**config.mk**
```make
export PLATFORM = sky130hd
export DESIGN_NAME = lut_config_loader_flat
export DESIGN_NICKNAME = d
export VERILOG_FILES = /design/src/rtl/lut_config_loader_if.sv /design/src/rtl/lut_config_loader.sv /design/src/flat_wrapper.sv
export SDC_FILE = /design/constraint.sdc
export NUM_CORES = 1
export LEC_CHECK = 0
export ABC_AREA = 0
export CAP_MARGIN = 5
export CORE_MARGIN = 3
export CORE_UTILIZATION = 53
export CTS_CLUSTER_SIZE = 12
export DETAILED_ROUTE_END_ITERATION = 8
export HOLD_SLACK_MARGIN = 0.02
export PLACE_DENSITY = 0.83
export SLEW_MARGIN = 20
export SYNTH_ARGS = -nofsm -noshare
export SYNTH_HDL_FRONTEND = slang
export SYNTH_SLANG_ARGS = --single-unit
```
**constraint.sdc**
```tcl
create_clock -name cclk -period 4.5 [get_ports cclk]
set_input_delay 0.45 -clock cclk [delete_from_list [all_inputs] [get_ports cclk]]
set_output_delay 0.45 -clock cclk [all_outputs]
set_load 0.05 [all_outputs]
```
**src/rtl/lut_config_loader_if.sv**
```systemverilog
// Serial configuration bitstream link: one bit per cycle under a
// valid/ready handshake. The bitstream source is the master and the
// loader is the slave.
interface lut_config_loader_if;
    logic ser_data;
    logic ser_valid;
    logic ser_ready;

    modport master (
        output ser_data,
        output ser_valid,
        input  ser_ready
    );

    modport slave (
        input  ser_data,
        input  ser_valid,
        output ser_ready
    );
endinterface

```
**src/rtl/lut_config_loader.sv**
```systemverilog
// LUT configuration loader. Shifts a serial bitstream MSB-first into
// MEM_SIZE-bit words and commits each word to one of NUM_LUTS latch blocks
// with a one-cycle one-hot cen pulse, then reports done.
module lut_config_loader #(
    parameter int ADDR_BITS = 4,
    parameter int MEM_SIZE  = 2**ADDR_BITS,
    parameter int NUM_LUTS  = 4,
    parameter int IDX_BITS  = (NUM_LUTS > 1) ? $clog2(NUM_LUTS) : 1
) (
    input  logic                      cclk,
    input  logic                      rst,
    input  logic                      start,
    lut_config_loader_if.slave        ser,
    output logic [MEM_SIZE-1:0]       config_out,
    output logic [NUM_LUTS-1:0]       cen_out,
    output logic [IDX_BITS-1:0]       lut_idx,
    output logic                      busy,
    output logic                      done
);

    // Bit counter only has to reach MEM_SIZE-1; the COMMIT state marks a full word.
    localparam int CNT_BITS = (MEM_SIZE > 1) ? $clog2(MEM_SIZE) : 1;

    typedef enum logic [1:0] {
        IDLE   = 2'd0,
        SHIFT  = 2'd1,
        COMMIT = 2'd2,
        DONE   = 2'd3
    } state_t;

    state_t              state;
    state_t              state_nxt;
    logic [CNT_BITS-1:0] bit_cnt;
    logic                ready;
    logic                xfer;
    logic                last_bit;
    logic                last_lut;
    logic [NUM_LUTS-1:0] cen_dec;

    assign ser.ser_ready = ready;

    // A bit moves only when the source offers it and we are shifting.
    assign xfer     = ready && ser.ser_valid;
    assign last_bit = xfer && (bit_cnt == CNT_BITS'(MEM_SIZE - 1));
    assign last_lut = (lut_idx == IDX_BITS'(NUM_LUTS - 1));

    // Decode of the current target into its commit strobe, one bit per latch block.
    for (genvar i = 0; i < NUM_LUTS; i++) begin : g_cen_dec
        assign cen_dec[i] = (lut_idx == IDX_BITS'(i));
    end

    // State register.
    always_ff @(posedge cclk) begin
        if (rst) begin
            state <= IDLE;
        end else begin
            state <= state_nxt;
        end
    end

    // Next-state logic plus the two state-decoded outputs (ready, busy).
    always_comb begin
        state_nxt = state;
        ready     = 1'b0;
        busy      = 1'b0;
        case (state)
            IDLE: begin
                if (start) begin
                    state_nxt = SHIFT;
                end
            end
            SHIFT: begin
                ready = 1'b1;
                busy  = 1'b1;
                if (last_bit) begin
                    state_nxt = COMMIT;
                end
            end
            COMMIT: begin
                busy      = 1'b1;
                state_nxt = last_lut ? DONE : SHIFT;
            end
            DONE: begin
                if (start) begin
                    state_nxt = SHIFT;
                end
            end
            default: begin
                state_nxt = IDLE;
            end
        endcase
    end

    // Datapath: shift register, counters, registered cen strobe and done flag.
    // cen is loaded on the edge that accepts the final bit so it is high
    // exactly for the COMMIT cycle, and cleared by default every other edge.
    always_ff @(posedge cclk) begin
        if (rst) begin
            config_out <= '0;
            cen_out    <= '0;
            lut_idx    <= '0;
            bit_cnt    <= '0;
            done       <= 1'b0;
        end else begin
            cen_out <= '0;
            case (state)
                IDLE: begin
                    if (start) begin
                        config_out <= '0;
                        lut_idx    <= '0;
                        bit_cnt    <= '0;
                    end
                end
                SHIFT: begin
                    if (xfer) begin
                        config_out <= {config_out[MEM_SIZE-2:0], ser.ser_data};
                        bit_cnt    <= bit_cnt + CNT_BITS'(1);
                        if (last_bit) begin
                            cen_out <= cen_dec;
                        end
                    end
                end
                COMMIT: begin
                    // config_out is left alone; the next word overwrites every bit.
                    if (last_lut) begin
                        done <= 1'b1;
                    end else begin
                        lut_idx <= lut_idx + IDX_BITS'(1);
                        bit_cnt <= '0;
                    end
                end
                DONE: begin
                    if (start) begin
                        config_out <= '0;
                        lut_idx    <= '0;
                        bit_cnt    <= '0;
                        done       <= 1'b0;
                    end
                end
                default: begin
                    bit_cnt <= '0;
                end
            endcase
        end
    end

endmodule

```
**src/flat_wrapper.sv**
```systemverilog
// flat-port wrapper written by rule: the top's interface ports become plain ports
module lut_config_loader_flat 
#(
    parameter int ADDR_BITS = 4,
    parameter int MEM_SIZE  = 2**ADDR_BITS,
    parameter int NUM_LUTS  = 4,
    parameter int IDX_BITS  = (NUM_LUTS > 1) ? $clog2(NUM_LUTS) : 1
)
  (cclk, rst, start, config_out, cen_out, lut_idx, busy, done, ser_ser_data, ser_ser_valid, ser_ser_ready);
  lut_config_loader_if ser_i ();
  input  logic cclk;
  input  logic rst;
  input  logic start;
  output logic [MEM_SIZE-1:0] config_out;
  output logic [NUM_LUTS-1:0] cen_out;
  output logic [IDX_BITS-1:0] lut_idx;
  output logic busy;
  output logic done;
  input wire logic [$bits(ser_i.ser_data)-1:0] ser_ser_data;
  input wire logic [$bits(ser_i.ser_valid)-1:0] ser_ser_valid;
  output wire logic [$bits(ser_i.ser_ready)-1:0] ser_ser_ready;
  assign ser_i.ser_data = ser_ser_data;
  assign ser_i.ser_valid = ser_ser_valid;
  assign ser_ser_ready = ser_i.ser_ready;
  lut_config_loader #(.ADDR_BITS(ADDR_BITS), .MEM_SIZE(MEM_SIZE), .NUM_LUTS(NUM_LUTS), .IDX_BITS(IDX_BITS)) u_core (.cclk(cclk), .rst(rst), .start(start), .ser(ser_i), .config_out(config_out), .cen_out(cen_out), .lut_idx(lut_idx), .busy(busy), .done(done));
endmodule
```
==> impl_metrics.json <==
{
  "critPathTopFamily": "buffers and inverters",
  "dp_cells": 206,
  "synth_xor_area_share_pct": 0,
  "worstPathRequired_ns": 4.05,
  "io_buffer_count": 29,
  "instances_no_fill": 213,
  "numCtsBuffers": 5,
  "peakVddDrop_v": 0.000298,
  "worstMarginPinSlew_ns": 1.00,
  "synth_top_area_share_pct": 41.2,
  "route.detailed.drc": 0,
  "drtIter0Drc": 58,
  "setup_viol": 0,
  "boundaryPins": 30,
  "max_freq_ghz": 0.343,
  "die-width_um": 57.6,
  "clk_pin_slew_worst_paths_ns": 0.08,
  "fill_cells": 209,
  "postCtsHoldBufs": 0,
  "power.leakage_uw": 0.000650,
  "drv_slew": 0,
  "routedWlPerCell_um": 15.3,
  "p_sw_uw": 306,
  "arrival_ns": 2.47,
  "h-tree-depth": 2,
  "antenna_found_initial": 0,
  "slowest_delay_ns": 0.84,
  "post_dp_cell_area_mm2": 0.00168,
  "synth_mux_area_share_pct": 0.710,
  "fin_crit_sh_pct": 64.8,
  "die_h_um": 57.6,
  "totalWireLength_um": 3260,
  "worstSetupPathType": "flop to output port",
  "drive_above_1_share_pct": 6.01,
  "yosysUniqueCellTypes": 32,
  "seqPwrFrac_pct": 39.3,
  "synth-seq-area-share_pct": 41.2,
  "fin_skew_ns": 0.00848,
  "synthFlopType": "dfxtp_1",
  "area_delta_synth_final_pct": 23.3,
  "grt_pass1_wl_um": 5660,
  "p_comb_share_pct": 38.8,
  "slew_headroom_pct": 33.0,
  "clockPowerShare_pct": 21.9,
  "period_needed_ns": 2.92,
  "syn_nets": 175,
  "synth_compound_area_share_pct": 23.0,
  "path_cells": "inv_1, ha_1, clkinv_1, clkdlybuf4s50_1",
  "ant_nets": 0,
  "synth-simple-area-share_pct": 19.0,
  "first_global_vias": 1238,
  "via_per_inst": 6.12,
  "die_area_mm2": 0.00332,
  "synth.most_common_cell": "dfxtp_1",
  "grt_max_degree": 28,
  "grt.total_usage_pct": 21.9,
  "ctsResizeCount": 0,
  "outcome": "complete, no violations",
  "cellPowerDensity_mw_per_mm2": 418,
  "synth_edf_count": 0,
  "yosys.area_share.adder_pct": 8.87,
  "fin_nets": 198,
  "synth-seq-cells": 29,
  "n_antenna_cell": 0,
  "coreArea_mm2": 0.00250,
  "hold_path.class": "flop to flop",
  "ctsLongestPathBuffers": 2,
  "root_buffer": "clkbuf_4",
  "swShare_pct": 42.1,
  "gp_congestion": 0.783,
  "synth_top_family_by_area": "compound AO/OA/AOI/OAI gates",
  "synthArstFlopShare_pct": 0,
  "drv_cap": 0,
  "drt-pass1-iter-count": 4,
  "syn_inst": 160,
  "seqCellArea_um2": 581,
  "crit_path_end_kind": "output port",
  "rsz0062_at_grt": "false",
  "yosysTopAreaCell": "dfxtp_1",
  "vias": 1304,
  "cts_tree": "done",
  "synth_common_cells": "dfxtp_1, a21oi_1, nand4_1, o31ai_1",
  "cp-start-kind": "flop",
  "row_count": 18,
  "crit_path_top_delay_cell": "clkdlybuf4s50_1",
  "syn_area_mm2": 0.00141,
  "p_int_uw": 421,
  "finalInstanceArea_mm2": 0.00174,
  "fin_tns_setup_ns": 0,
  "clock_sinks": 29,
  "post_cts_buffers": 0,
  "post-route-util_pct": 69.6,
  "avgSynthCellArea_um2": 8.81,
  "dp_hpwl_um": 2190,
  "synthTopCellsByArea": "dfxtp_1, o31ai_1, ha_1",
  "clock_latency_ns": 0.33,
  "hold_viol": 0,
  "yosys_warnings": 0,
  "cp_max_fo": 18,
  "multiInputGateArea_um2": 727,
  "grt-ovfl-total": 0,
  "crit_buf_inv": 3,
  "initial_core_util_pct": 56.4
}
[power by group through the flow]
| stage | sequential [uW] | combinational (uW) | clock, uW |
|---|---|---|---|
| floorplan | 304 | 200 | 0 |
| global placement | 289 | 271 | 0 |
| detailed placement | 292 | 277 | 0 |
| CTS | 285 | 279 | 163 |
| global route | 288 | 307 | 174 |
| finish | 286 | 282 | 159 |
[metal layers]
metal  vias up  wire length, um  global-route usage [%]
met3         4              216                    6.56
met4         0               43                    8.94
met5         -                0                       0
met1       605             1460                    27.4
met2        55             1540                    35.2
li1        640                -                       -
[kinds of logic after synthesis]
family,count (synthesis)
compound gates,51
fa+ha+maj,10
mux,1
flops,29
simple gates,45
buf+inv,24
[state kept, by name (all words and copies together) (netlist names)]
signal             count
u_core.done            1
u_core.cen_out         4
u_core.state           2
u_core.config_out     16
u_core.bit_cnt         4
u_core.lut_idx         2
[worst register-to-register path, stage by stage (launching register included)]
cell and delay (ns):
dfxtp_1 0.42, inv_1 0.10, ha_1 0.36, nor2b_1 0.82
buf_4 0.34, a2111oi_0 0.09, o32ai_1 0.22
[worst paths after layout]
| check | slack (ns) | depth (start not counted) | end | startpoint |
|---|---|---|---|---|
| hold / removal | 0.48 | 2 | u_core.config_out[15]$_SDFFE_PP0P_ | u_core.config_out[15]$_SDFFE_PP0P_ |
| hold reg to reg | 0.48 | 2 | u_core.config_out[15]$_SDFFE_PP0P_ | u_core.config_out[15]$_SDFFE_PP0P_ |
| setup reg to reg | 2.07 | 6 | u_core.bit_cnt[3]$_SDFFE_PP0P_ | u_core.state[0]$_SDFFE_PP0P_ |
| setup / recovery | 1.58 | 4 | busy | u_core.state[0]$_SDFFE_PP0P_ |
[cell type report]
class	count	area share, %
sequential	29	33.4
tap	30	2.16
timing repair buffer	31	17.6
multi-input combinational	107	41.8
inverter	9	1.94
clock buffer	7	3.17
[cells in the final DEF (no fill, tap or decap), types with 2 or more instances in the layout]
cell type / n
clkbuf_4: 5
ha_1: 10
nand2_1: 4
nor2_1: 2
nor2b_1: 4
a21oi_1: 22
inv_1: 7
buf_4: 2
nand4_1: 19
o21ai_1: 2
clkdlybuf4s50_1: 29
and2_1: 5
dfxtp_1: 29
o21ai_0: 2
o31ai_1: 19
nand2b_1: 3
nand3_1: 2
[per-stage QoR]
| step | total power, uW | setup WS (ns) | hold slack, ns |
|---|---|---|---|
| floorplan | 504 | 2.50 | 0.461 |
| global placement | 561 | 2.04 | 0.459 |
| detailed placement | 569 | 1.96 | 0.473 |
| CTS | 727 | 1.59 | 0.485 |
| global route | 769 | 1.43 | 0.502 |
| finish | 727 | 1.58 | 0.479 |
(Power assumes the default switching activity.)
